$ cat src/rtl/costas_lock_detect.sv
// Carrier-lock detector for the Costas loop: windowed average of |I|-|Q|,
// hysteresis lock FSM, and hard BPSK decisions from the sign of I while locked.
module costas_lock_detect #(
    parameter int DW        = 26,
    parameter int WIN_LOG2  = 10,
    parameter int TH_LOCK   = 2**23,
    parameter int TH_UNLOCK = 2**22,
    parameter int N_CONFIRM = 4,
    parameter int N_LOSE    = 2
) (
    input  logic                 clk,
    input  logic                 reset_n,
    input  logic                 din_valid,
    input  logic signed [DW-1:0] di,
    input  logic signed [DW-1:0] dq,
    output logic signed [DW:0]   metric,
    output logic                 metric_valid,
    output logic [1:0]           lock_state,
    output logic                 lock,
    output logic                 bit_out,
    output logic                 bit_valid
);

    localparam int AW = DW + 1 + WIN_LOG2;
    localparam logic signed [DW:0]  TH_LOCK_S   = (DW+1)'(TH_LOCK);
    localparam logic signed [DW:0]  TH_UNLOCK_S = (DW+1)'(TH_UNLOCK);
    localparam logic [3:0]          N_CONFIRM_C = 4'(N_CONFIRM);
    localparam logic [3:0]          N_LOSE_C    = 4'(N_LOSE);
    localparam logic [3:0]          CNT_ONE     = 4'd1;
    localparam logic [WIN_LOG2-1:0] WIN_ONE     = WIN_LOG2'(1);
    localparam logic [DW-2:0]       MAG_MAX     = '1;

    typedef enum logic [1:0] {
        ST_UNLOCK = 2'd0,
        ST_CHECK  = 2'd1,
        ST_LOCK   = 2'd2,
        ST_HOLD   = 2'd3
    } state_t;

    state_t state_reg, state_next;
    logic [3:0] ccnt_reg, ccnt_next, ccnt_inc;

    // Stage 1: saturated magnitudes of both channels
    logic signed [DW-1:0] din_ch [2];
    logic [DW-2:0]        mag    [2];
    logic signed [DW:0]   e_next;

    assign din_ch[0] = di;
    assign din_ch[1] = dq;

    genvar gi;
    generate
        for (gi = 0; gi < 2; gi++) begin : g_mag
            // The most negative input has no positive twin, so it clamps to full scale.
            assign mag[gi] = !din_ch[gi][DW-1]           ? din_ch[gi][DW-2:0] :
                             (din_ch[gi][DW-2:0] == '0)  ? MAG_MAX :
                                                           -din_ch[gi][DW-2:0];
        end
    endgenerate

    assign e_next = $signed({2'b00, mag[0]}) - $signed({2'b00, mag[1]});

    logic signed [DW:0] e_reg;
    logic               e_v_reg;
    logic               bit_out_reg;
    logic               bit_valid_reg;

    always_ff @(posedge clk or negedge reset_n) begin
        if (!reset_n) begin
            e_reg         <= '0;
            e_v_reg       <= 1'b0;
            bit_out_reg   <= 1'b0;
            bit_valid_reg <= 1'b0;
        end else begin
            e_v_reg       <= din_valid;
            bit_valid_reg <= din_valid & state_reg[1];
            if (din_valid) begin
                e_reg       <= e_next;
                bit_out_reg <= ~di[DW-1];
            end
        end
    end

    // Stage 2: window accumulator; the top slice of the sum is the floored average
    logic signed [AW-1:0]  acc_reg, acc_sum;
    logic [WIN_LOG2-1:0]   wcnt_reg;
    logic signed [DW:0]    metric_reg;
    logic                  metric_valid_reg;

    assign acc_sum = acc_reg + {{(AW-DW-1){e_reg[DW]}}, e_reg};

    always_ff @(posedge clk or negedge reset_n) begin
        if (!reset_n) begin
            acc_reg          <= '0;
            wcnt_reg         <= '0;
            metric_reg       <= '0;
            metric_valid_reg <= 1'b0;
        end else begin
            metric_valid_reg <= 1'b0;
            if (e_v_reg) begin
                if (&wcnt_reg) begin
                    metric_reg       <= acc_sum[AW-1:WIN_LOG2];
                    metric_valid_reg <= 1'b1;
                    acc_reg          <= '0;
                    wcnt_reg         <= '0;
                end else begin
                    acc_reg  <= acc_sum;
                    wcnt_reg <= wcnt_reg + WIN_ONE;
                end
            end
        end
    end

    // Stage 3: hysteresis lock FSM, evaluated once per finished window
    logic win_good, win_bad;
    assign win_good = (metric_reg >= TH_LOCK_S);
    assign win_bad  = (metric_reg <  TH_UNLOCK_S);
    assign ccnt_inc = ccnt_reg + CNT_ONE;

    always_ff @(posedge clk or negedge reset_n) begin
        if (!reset_n) begin
            state_reg <= ST_UNLOCK;
            ccnt_reg  <= '0;
        end else begin
            state_reg <= state_next;
            ccnt_reg  <= ccnt_next;
        end
    end

    always_comb begin
        state_next = state_reg;
        ccnt_next  = ccnt_reg;
        if (metric_valid_reg) begin
            case (state_reg)
                ST_UNLOCK: if (win_good) begin
                    if (N_CONFIRM == 1) begin
                        state_next = ST_LOCK;
                        ccnt_next  = '0;
                    end else begin
                        state_next = ST_CHECK;
                        ccnt_next  = CNT_ONE;
                    end
                end
                ST_CHECK: if (win_good) begin
                    if (ccnt_inc == N_CONFIRM_C) begin
                        state_next = ST_LOCK;
                        ccnt_next  = '0;
                    end else begin
                        ccnt_next  = ccnt_inc;
                    end
                end else begin
                    state_next = ST_UNLOCK;
                    ccnt_next  = '0;
                end
                ST_LOCK: if (win_bad) begin
                    if (N_LOSE == 1) begin
                        state_next = ST_UNLOCK;
                        ccnt_next  = '0;
                    end else begin
                        state_next = ST_HOLD;
                        ccnt_next  = CNT_ONE;
                    end
                end
                ST_HOLD: if (win_bad) begin
                    if (ccnt_inc == N_LOSE_C) begin
                        state_next = ST_UNLOCK;
                        ccnt_next  = '0;
                    end else begin
                        ccnt_next  = ccnt_inc;
                    end
                end else begin
                    state_next = ST_LOCK;
                    ccnt_next  = '0;
                end
                default: begin
                    state_next = ST_UNLOCK;
                    ccnt_next  = '0;
                end
            endcase
        end
    end

    assign metric       = metric_reg;
    assign metric_valid = metric_valid_reg;
    assign lock_state   = state_reg;
    assign lock         = state_reg[1];
    assign bit_out      = bit_out_reg;
    assign bit_valid    = bit_valid_reg;

endmodule
$ cat config.mk
export PLATFORM = sky130hd
export DESIGN_NAME = costas_lock_detect
export DESIGN_NICKNAME = d
export VERILOG_FILES = /design/src/rtl/costas_lock_detect.sv
export SDC_FILE = /design/constraint.sdc
export NUM_CORES = 1
export LEC_CHECK = 0
export CAP_MARGIN = 10
export CORE_MARGIN = 4
export CORE_UTILIZATION = 55
export CTS_BUF_LIST = sky130_fd_sc_hd__clkbuf_8
export CTS_CLUSTER_DIAMETER = 150
export DETAILED_ROUTE_END_ITERATION = 10
export GPL_TIMING_DRIVEN = 0
export PLACE_DENSITY_LB_ADDON = 0.08
export SLEW_MARGIN = 5
export SYNTH_ARGS = -nofsm -noshare
export SYNTH_HDL_FRONTEND = slang
export SYNTH_SLANG_ARGS = --single-unit
$ cat constraint.sdc
create_clock -name clk -period 2.6 [get_ports clk]
set_input_delay 0.52 -clock clk [delete_from_list [all_inputs] [get_ports clk]]
set_output_delay 0.52 -clock clk [all_outputs]
set_load 0.03 [all_outputs]
* Word level (Yosys, flattened, before mapping)
Index checks and enable logic that the tools add are counted.
Widths: inputs -> output; s select.
** Word-level totals
- Word-level logic and storage cells :: 58
- Register bits after elaboration :: 111
- Bits of input ports :: 55
- Output and inout bits :: 33
** Operators by class
- Equality and inequality tests :: 9
- $add $sub $neg :: 6
- Bitwise operators :: 2
- Magnitude comparators :: 2
- Reductions and logical operators :: 7
- Muxes and demuxes :: 22
** Operators with widths (number)
- $mux 25 :: 4
- $logic_not 25->1 :: 2
- $neg 25->25 :: 2
- $add 37x37->37 :: 1
- $mux 37 :: 1
- $ge 27x25->1 const B :: 1
- $lt 27x24->1 const B :: 1
- $sub 25x25->26 :: 1
- $mux 4 :: 6
- $pmux 4 s4 :: 1
- $mux 2 :: 6
- $reduce_and 11->1 :: 1
- $add 10x1->10 const B :: 1
- $mux 10 :: 1
- $reduce_and 10->1 :: 1
- $pmux 2 s4 :: 1
- $ne 3x3->1 const B :: 2
- $reduce_and 5->1 :: 1
- $add 4x1->4 const B :: 1
- $eq 2x2->1 const B :: 2
- $eq 4x2->1 const B :: 1
- $eq 4x3->1 const B :: 1
- $ne 2x2->1 const B :: 2
- $reduce_and 3->1 :: 1
- 5 further kinds :: 6

* Depth between registers and ports, before layout
Gate-level depths: netlist (run 1).
- Word-level depth :: 5
- Gate-level depth with buffers :: 22
- Depth with buffers taken out :: 19

* Worst setup path before layout (run 1)
No wires, ideal clock.
- Path type :: input-to-reg
- Start point :: in dq[0]
- End point :: reg e_reg[19]
- Data required time :: 2.480 ns
- Path buffers :: 2
- Setup time :: 0.120 ns
- Cell stages on the path :: 21
- Path slack :: -2.473 ns
- Arrival :: 4.953 ns
- Path through :: inv_1 -> ha_1 -> inv_1 -> or3_4 -> or3_4 -> or3_4 -> buf_6 -> nor4_2 -> buf_2 -> nor2_1 -> a21oi_1 -> inv_1 -> ha_1 -> nor2b_1 -> o31ai_1 -> a211oi_1 -> o21a_1 -> o32ai_1 -> o21bai_1 -> a211o_1 -> a31o_2
** Between the ends
- Longest elaborated chain between the ends :: 4
- Elaborated cells on any way between the ends :: 5
- Those cells by class :: add/sub: 2; mux: 2; reduce/logical: 1
** RTL lines
- from (decl) :: line 15 : input logic signed [DW-1:0] dq,
- $neg 25->25 / $logic_not 25->1 (equally long branches) :: line 57, 56
- $mux 25 :: line 56 : (din_ch[gi][DW-2:0] == '0) ? MAG_MAX :
- $mux 25 (*) :: line 55 : assign mag[gi] = !din_ch[gi][DW-1] ? din_ch[gi][DW-2:0] :
- $sub 25x25->26 (*) :: line 61 : assign e_next = $signed({2'b00, mag[0]}) - $signed({2'b00, mag[1]});
- to (signal assigned) :: line 78 : e_reg <= e_next;
- to (decl) :: line 63 : logic signed [DW:0] e_reg;
Every way passes the cells marked *; elsewhere a longest branch is shown, timed or not.
A chain may end at the register's enable or synchronous reset.

* Worst setup path after layout (run 1)
- Start point :: in di[19]
- End point :: reg e_reg[16]
** Between the ends
- Longest elaborated chain between the ends :: 4
** RTL lines
- from (decl) :: line 14 : input logic signed [DW-1:0] di,
- $logic_not 25->1 :: line 56
- $mux 25 :: line 56
- $mux 25 :: line 55
- $sub 25x25->26 :: line 61
Every way passes these cells.

==> flow_summary.yaml, run 1 <==
run_status:
  outcome: "finished, violations left"
  violations: "setup timing"
yosys:
  ys.flop_type: "dfrtp_1"
  syn_nets: 1236
  synth_top_area_share_pct: 29.9
  synth_area_leader_cell: "dfrtp_1"
  seq_area_frac_synth_pct: 29.9
  synth_area_mm2: 0.00920
  synth.area.top_cells: "dfrtp_1 (30%), ha_1 (9.0%), nand2_1 (5.2%), a21oi_1 (4.0%), o21ai_0 (4.0%)"
  async_flop_share_pct: 100
  synth-seq-cells: 110
  postSynthAreaPerCell_um2: 8.26
  ys_warn_count: 0
  synth-edff-count: 0
  netlist_instances: 1113
  ys_types: 79
global_routing:
  grt-ovfl-total: 0
  grt_usage_pct: 28.7
  grt_max_degree: 60
  grt_antenna_before_repair: 0
  grt_pass1_wl_mm: 43.6
  grt_pass1_vias: 9019
floorplan:
  dieArea_mm2: 0.0189
  ios: 88
  die_h_um: 137
  fp.coreArea_mm2: 0.0165
  die_w_um: 137
  rows: 47
  initial_core_util_pct: 55.8
power:
  p_int_mw: 6.02
  power.share.clock_pct: 9.6
  ir_drop_uv: 456
  pwr-share-seq_pct: 23.1
  p_per_area_mw_per_mm2: 898
  switching_share_pct: 46.5
  power_leakage_nw: 5.19
  pwr-share-comb_pct: 67.3
  p_sw_mw: 5.24
layout:
  fin_nets: 1402
  area_growth_pct: 36.4
  final_cell_mix: "nand2_1 (112), dfrtp_1 (109), buf_4 (69)"
  largest_register_ff_count: 37
  antenna_cells: 0
  drive_gt1_share_pct: 25.8
  layout_commonest_cell: "nand2_1"
  nFillCells: 1193
detailed_routing:
  drt-initial-drc-count: 627
  vias: 9472
  drt-pass1-iter-count: 5
  drc: 0
  via_per_inst: 6.30
  wire_per_inst_um: 19.0
  antenna_left: 0
  totalWireLength_mm: 28.6
critical_path:
  crit_type: "in2reg"
  r2r_slack_ns: -0.12
  worstRegToRegCells: 10
  crit_end: "e_reg[16]"
  required_ns: 2.89
  regToRegEndpoint: "acc_reg[36]"
  worstPathArrival_ns: 4.98
  r2r-start: "e_reg[25]"
  cp-end-kind: "flip-flop"
  startpoint: "di[19]"
  startpoint_type: "primary input"
  worstPathMaxFanout: 3
timing:
  slew_headroom_pct: 44.0
  slew_viol_final: 0
  fin_crit_sh_pct: 180
  rsz0062_at_grt: "yes"
  timing.final.ws_setup_ns: -2.09
  hold_ws_ns: 0.0448
  tightestPinTransition_ns: 0.841
  hold_viol: 0
  finalSetupViolCount: 40
  setup_tns_ns: -41.81
  fin_worst_skew_ns: 0.0165
  fin_crit_ns: 4.69
  fmax_mhz: 213
clocking:
  htree_levels: 3
  path_clk_slew_ns: 0.12
  clock_sinks: 110
  cts_buffers: 9
  clock_latency_ns: 0.40
  cts_tree: "done"
  clk_path_buf_depth: 2
  root_buffer: "clkbuf_8"
worst_hold_path:
  min_path_type: "in2async"
place:
  port-buffer-count: 85
  detailed_place_hpwl_mm: 19.3
  gp_congestion: 0.946
run:
  max_cap_viol_count: 0
synth_stat cells (all sizes together) (8+ instances only):
cell / count
or2: 9
o311ai: 8
nand3: 37
or3: 15
nand2b: 20
nand4: 16
a31oi: 8
nand2: 127
ha: 66
nor2: 70
or4: 12
o2111ai: 11
inv: 47
o21ai: 78
o31ai: 20
o2bb2ai: 18
dfrtp: 110
clkbuf: 48
and2: 13
nor4: 8
o211ai: 10
o21a: 25
a211oi: 8
a21oi: 73
buf: 8
o21bai: 8
xnor2: 29
nor3: 26
xor2: 30
nor2b: 10
a21o: 28
o32ai: 8
and3: 10
timing repair:
action                                  4_1_cts  5_1_grt
cloned                                        1        0
hold endpoints to repair                      0        0
resized for setup                           193      136
hold buffers                                  0        0
pin swaps                                    84       88
endpoints found under the setup margin       67       72
setup buffers                                52       33
power groups by stage:
| stage | sequential, mW | combinational, mW | clock, mW |
|---|---|---|---|
| after floorplan | 2.44 | 4.30 | 0 |
| after detailed placement | 2.55 | 5.48 | 0 |
| after global routing | 2.65 | 8.17 | 1.15 |
| final | 2.60 | 7.58 | 1.08 |
| after CTS | 2.54 | 6.38 | 1.09 |
| after global placement | 2.54 | 5.38 | 0 |
routing by layer:
| layer | routed length [um] | vias to the layer above | global-route usage (%) |
|---|---|---|---|
| li1 | - | 4490 | - |
| met1 | 11500 | 4511 | 34.6 |
| met2 | 14400 | 371 | 52.1 |
| met3 | 1450 | 100 | 2.92 |
| met4 | 1340 | 0 | 12.0 |
| met5 | 0 | - | 0 |
critical path, stage by stage:
cell and delay (ns):
dlygate4sd2_1 0.26, or4_4 0.54, or4_4 0.44, or3_4 0.38, or3b_1 0.36, clkbuf_8 0.16
buf_6 0.12, and2_4 0.13, fa_2 0.43, nor2b_4 0.12, o21ai_2 0.07, a21oi_2 0.22
a21oi_4 0.12, buf_6 0.13, a2111oi_4 0.44, nor2_1 0.12, xnor2_1 0.16, mux2_4 0.27
logic make-up (layout without fill, tap and decap cells):
logic type / after synthesis / after routing / synth area share (%)
compound gates: 369 / 369 / 27.5
xor+xnor: 59 / 59 / 5.62
fa+ha+maj: 68 / 68 / 9.42
buf+inv: 104 / 275 / 4.72
flops: 110 / 110 / 29.9
mux: 11 / 11 / 1.28
simple gates: 392 / 392 / 21.5
per-stage QoR:
| stage | cell area (um2) | util (%) | total power [mW] | cells | worst slack (ns) |
|---|---|---|---|---|---|
| final | 12500 | 76.2 | 11.3 | 1504 | -2.09 |
| after global routing | 12500 | 76.2 | 12.0 | 1504 | -2.16 |
| after CTS | 11800 | 71.6 | 10.0 | 1480 | -2.05 |
| after detailed placement | 10600 | 64.2 | 8.02 | 1419 | -3.47 |
| after global placement | 10500 | 64.0 | 7.91 | 1418 | -3.45 |
| after floorplan | 9420 | - | 6.74 | 1113 | -2.20 |
worst min-delay path by stage:
| stage | end | cells past startpoint | startpoint |
|---|---|---|---|
| floorplan | acc_reg[0] | 0 | reset_n |
| global placement | metric[17] | 2 | metric[17] |
| detailed placement | wcnt_reg[9] | 1 | wcnt_reg[9] |
| CTS | metric[20] | 1 | reset_n |
| global route | metric[20] | 1 | reset_n |
| finish | metric[20] | 1 | reset_n |
cell type report:
type                       instances  area [um2]  share of cell area, %
buffer                            44         240                   1.92
clock buffer                      11         151                   1.21
clock inverter                     5        48.8                  0.389
inverter                          48         215                   1.72
multi-input combinational        899        7310                   58.3
sequential                       110        2750                   22.0
tap                              220         275                   2.19
timing repair buffer             167        1540                   12.3
(Power assumes the default switching activity.)
==> inputs of run 2 (changes only) <==
--- a/config.mk
+++ b/config.mk
@@ -12,7 +12,7 @@
 export CTS_CLUSTER_DIAMETER = 150
 export DETAILED_ROUTE_END_ITERATION = 10
 export GPL_TIMING_DRIVEN = 0
-export PLACE_DENSITY_LB_ADDON = 0.08
+export PLACE_DENSITY = 0.8
 export SLEW_MARGIN = 5
 export SYNTH_ARGS = -nofsm -noshare
 export SYNTH_HDL_FRONTEND = slang
==> constraint.sdc (replaced) <==
create_clock -name clk -period 2.6 [get_ports clk]
set_input_delay 0.39 -clock clk [delete_from_list [all_inputs] [get_ports clk]]
set_output_delay 0.39 -clock clk [all_outputs]
set_load 0.03 [all_outputs]
==> flow_summary.yaml, run 2 (synthesis gave the netlist of run 1 again) <==
run_status:
  outcome: "finished, violations left"
  violations: "DRC, setup timing"
critical_path:
  worstPathMaxFanout: 7
  slowest_stage: "or4_4"
  worst-path-buf-inv: 4
  worstRegToRegCells: 10
  regToRegEndpoint: "acc_reg[34]"
  r2r-start: "acc_reg[8]"
  crit_path_max_incr_delay_ns: 0.43
  path_cells: "buf_4 -> inv_8 -> ha_4 -> inv_2 -> or3_4 -> or3_4 -> or3_4 -> or4_4 -> and2_4 -> buf_8 -> nand3_1 -> o21ai_1 -> ha_1 -> a21o_1 -> a31oi_4 -> a211oi_4 -> o21a_2 -> o32ai_4 -> o21bai_1 -> a211o_1 -> a31o_2"
  startpoint_type: "primary input"
  r2r_slack_ns: -0.32
  crit_family: "simple AND/OR/NAND/NOR gates"
  worstPathArrival_ns: 4.68
  crit_top_cell: "or3_4"
  cp-end-kind: "flip-flop"
  required_ns: 2.89
  crit_type: "in2reg"
power:
  pwr-share-seq_pct: 21.5
  power.total_mw: 12.1
  power.share.clock_pct: 9.1
  ir_drop_uv: 538
  pwr-share-comb_pct: 69.3
  p_int_mw: 6.41
  p_sw_mw: 5.70
  power_leakage_nw: 5.20
  p_per_area_mw_per_mm2: 973
  switching_share_pct: 47.1
floorplan:
  dieArea_mm2: 0.0189
  fp.coreArea_mm2: 0.0165
  die_w_um: 137
  ios: 88
  rows: 47
  die_h_um: 137
  initial_core_util_pct: 55.8
detailed_routing:
  antenna_left: 0
  wire_per_inst_um: 19.7
  drt-pass1-iter-count: 9
  via_per_inst: 6.44
  drc: 1
  totalWireLength_mm: 29.5
  vias: 9655
  drt-initial-drc-count: 812
layout:
  largest_register_ff_count: 37
  fin_cells: 1500
  drive_gt1_share_pct: 25.0
  final_cell_mix: "nand2_1 (120), dfrtp_1 (109), buf_4 (67)"
  antenna_cells: 0
  fin_nets: 1398
  layout_commonest_cell: "nand2_1"
  area_growth_pct: 35.4
global_routing:
  grt_max_degree: 73
  grt_antenna_before_repair: 0
  grt_pass1_vias: 9053
  grt_pass1_wl_mm: 43.9
  grt-ovfl-total: 0
  grt_usage_pct: 28.7
worst_hold_path:
  min_path_type: "in2async"
timing:
  fin_worst_skew_ns: 0.0129
  tightestPinTransition_ns: 0.870
  slew_headroom_pct: 42.0
  hold_viol: 0
  finalSetupViolCount: 61
  fmax_mhz: 228
  timing.final.ws_setup_ns: -1.79
  fin_crit_sh_pct: 169
  fin_crit_ns: 4.39
  rsz0062_at_grt: "yes"
  slew_viol_final: 0
clocking:
  clock_sinks: 110
  root_buffer: "clkbuf_8"
  cts_tree: "done"
  cts_buffers: 9
  path_clk_slew_ns: 0.11
  clock_latency_ns: 0.40
  clk_path_buf_depth: 2
  htree_levels: 3
run:
  max_cap_viol_count: 0
place:
  dpl.cell_count: 1419
  port-buffer-count: 85
  detailed_place_hpwl_mm: 19.2
  gp_congestion: 0.951
## run 2: power by group through the flow
stage	registers [mW]	logic [mW]	clock network (mW)
detailed placement	2.55	5.49	0
finish	2.61	8.40	1.11
global route	2.65	8.94	1.16
CTS	2.53	6.42	1.09
floorplan	2.44	4.30	0
global placement	2.53	5.35	0
## run 2: worst max-delay path by stage
stage / depth (start not counted) / slack, ns / from / to
floorplan: 22 / -2.07 / dq[1] / e_reg[19]
global placement: 22 / -3.29 / dq[1] / e_reg[19]
detailed placement: 22 / -3.31 / dq[1] / e_reg[19]
CTS: 21 / -1.92 / di[1] / e_reg[22]
global route: 22 / -1.93 / dq[0] / e_reg[19]
finish: 21 / -1.79 / dq[0] / e_reg[19]
## run 2: cell type report
| class | instances | area (um2) |
|---|---|---|
| clock buffers | 10 | 138 |
| fillers | 1130 | 4010 |
| repair buffers | 164 | 1530 |
| multi-input cells | 899 | 7240 |
| flip-flops and latches | 110 | 2750 |
| well taps | 220 | 275 |
| clock inverters | 6 | 68.8 |
| inverters | 48 | 215 |
| plain buffers | 43 | 223 |
## run 2: stage by stage
step,hold slack [ns],util (%),cell area (um2),setup TNS [ns],setup slack [ns]
after floorplan,0.0944,-,9420,-40.32,-2.07
after global placement,0.460,64.0,10500,-408.95,-3.29
after detailed placement,0.314,64.2,10600,-80.99,-3.31
after CTS,0.458,70.4,11600,-38.04,-1.92
after global routing,0.467,75.6,12500,-46.04,-1.93
final,0.454,75.6,12500,-40.74,-1.79
## run 2: per-layer routing
layer / vias to the layer above / global-route usage [%] / part of all wire, %
li1: 4465 / - / -
met1: 4547 / 35.2 / 39
met2: 504 / 50.2 / 49
met5: - / 0 / 0
met4: 0 / 13.7 / 4.5
met3: 139 / 3.47 / 7.1
## run 2: repair_timing
item                                   CTS  global route
setup buffers                           42            36
hold buffers                             1             0
pin swaps                               69            82
endpoints found under the hold margin   38             0
gates cloned                             1             0
setup endpoints to repair               64            70
gates resized for setup                162           139
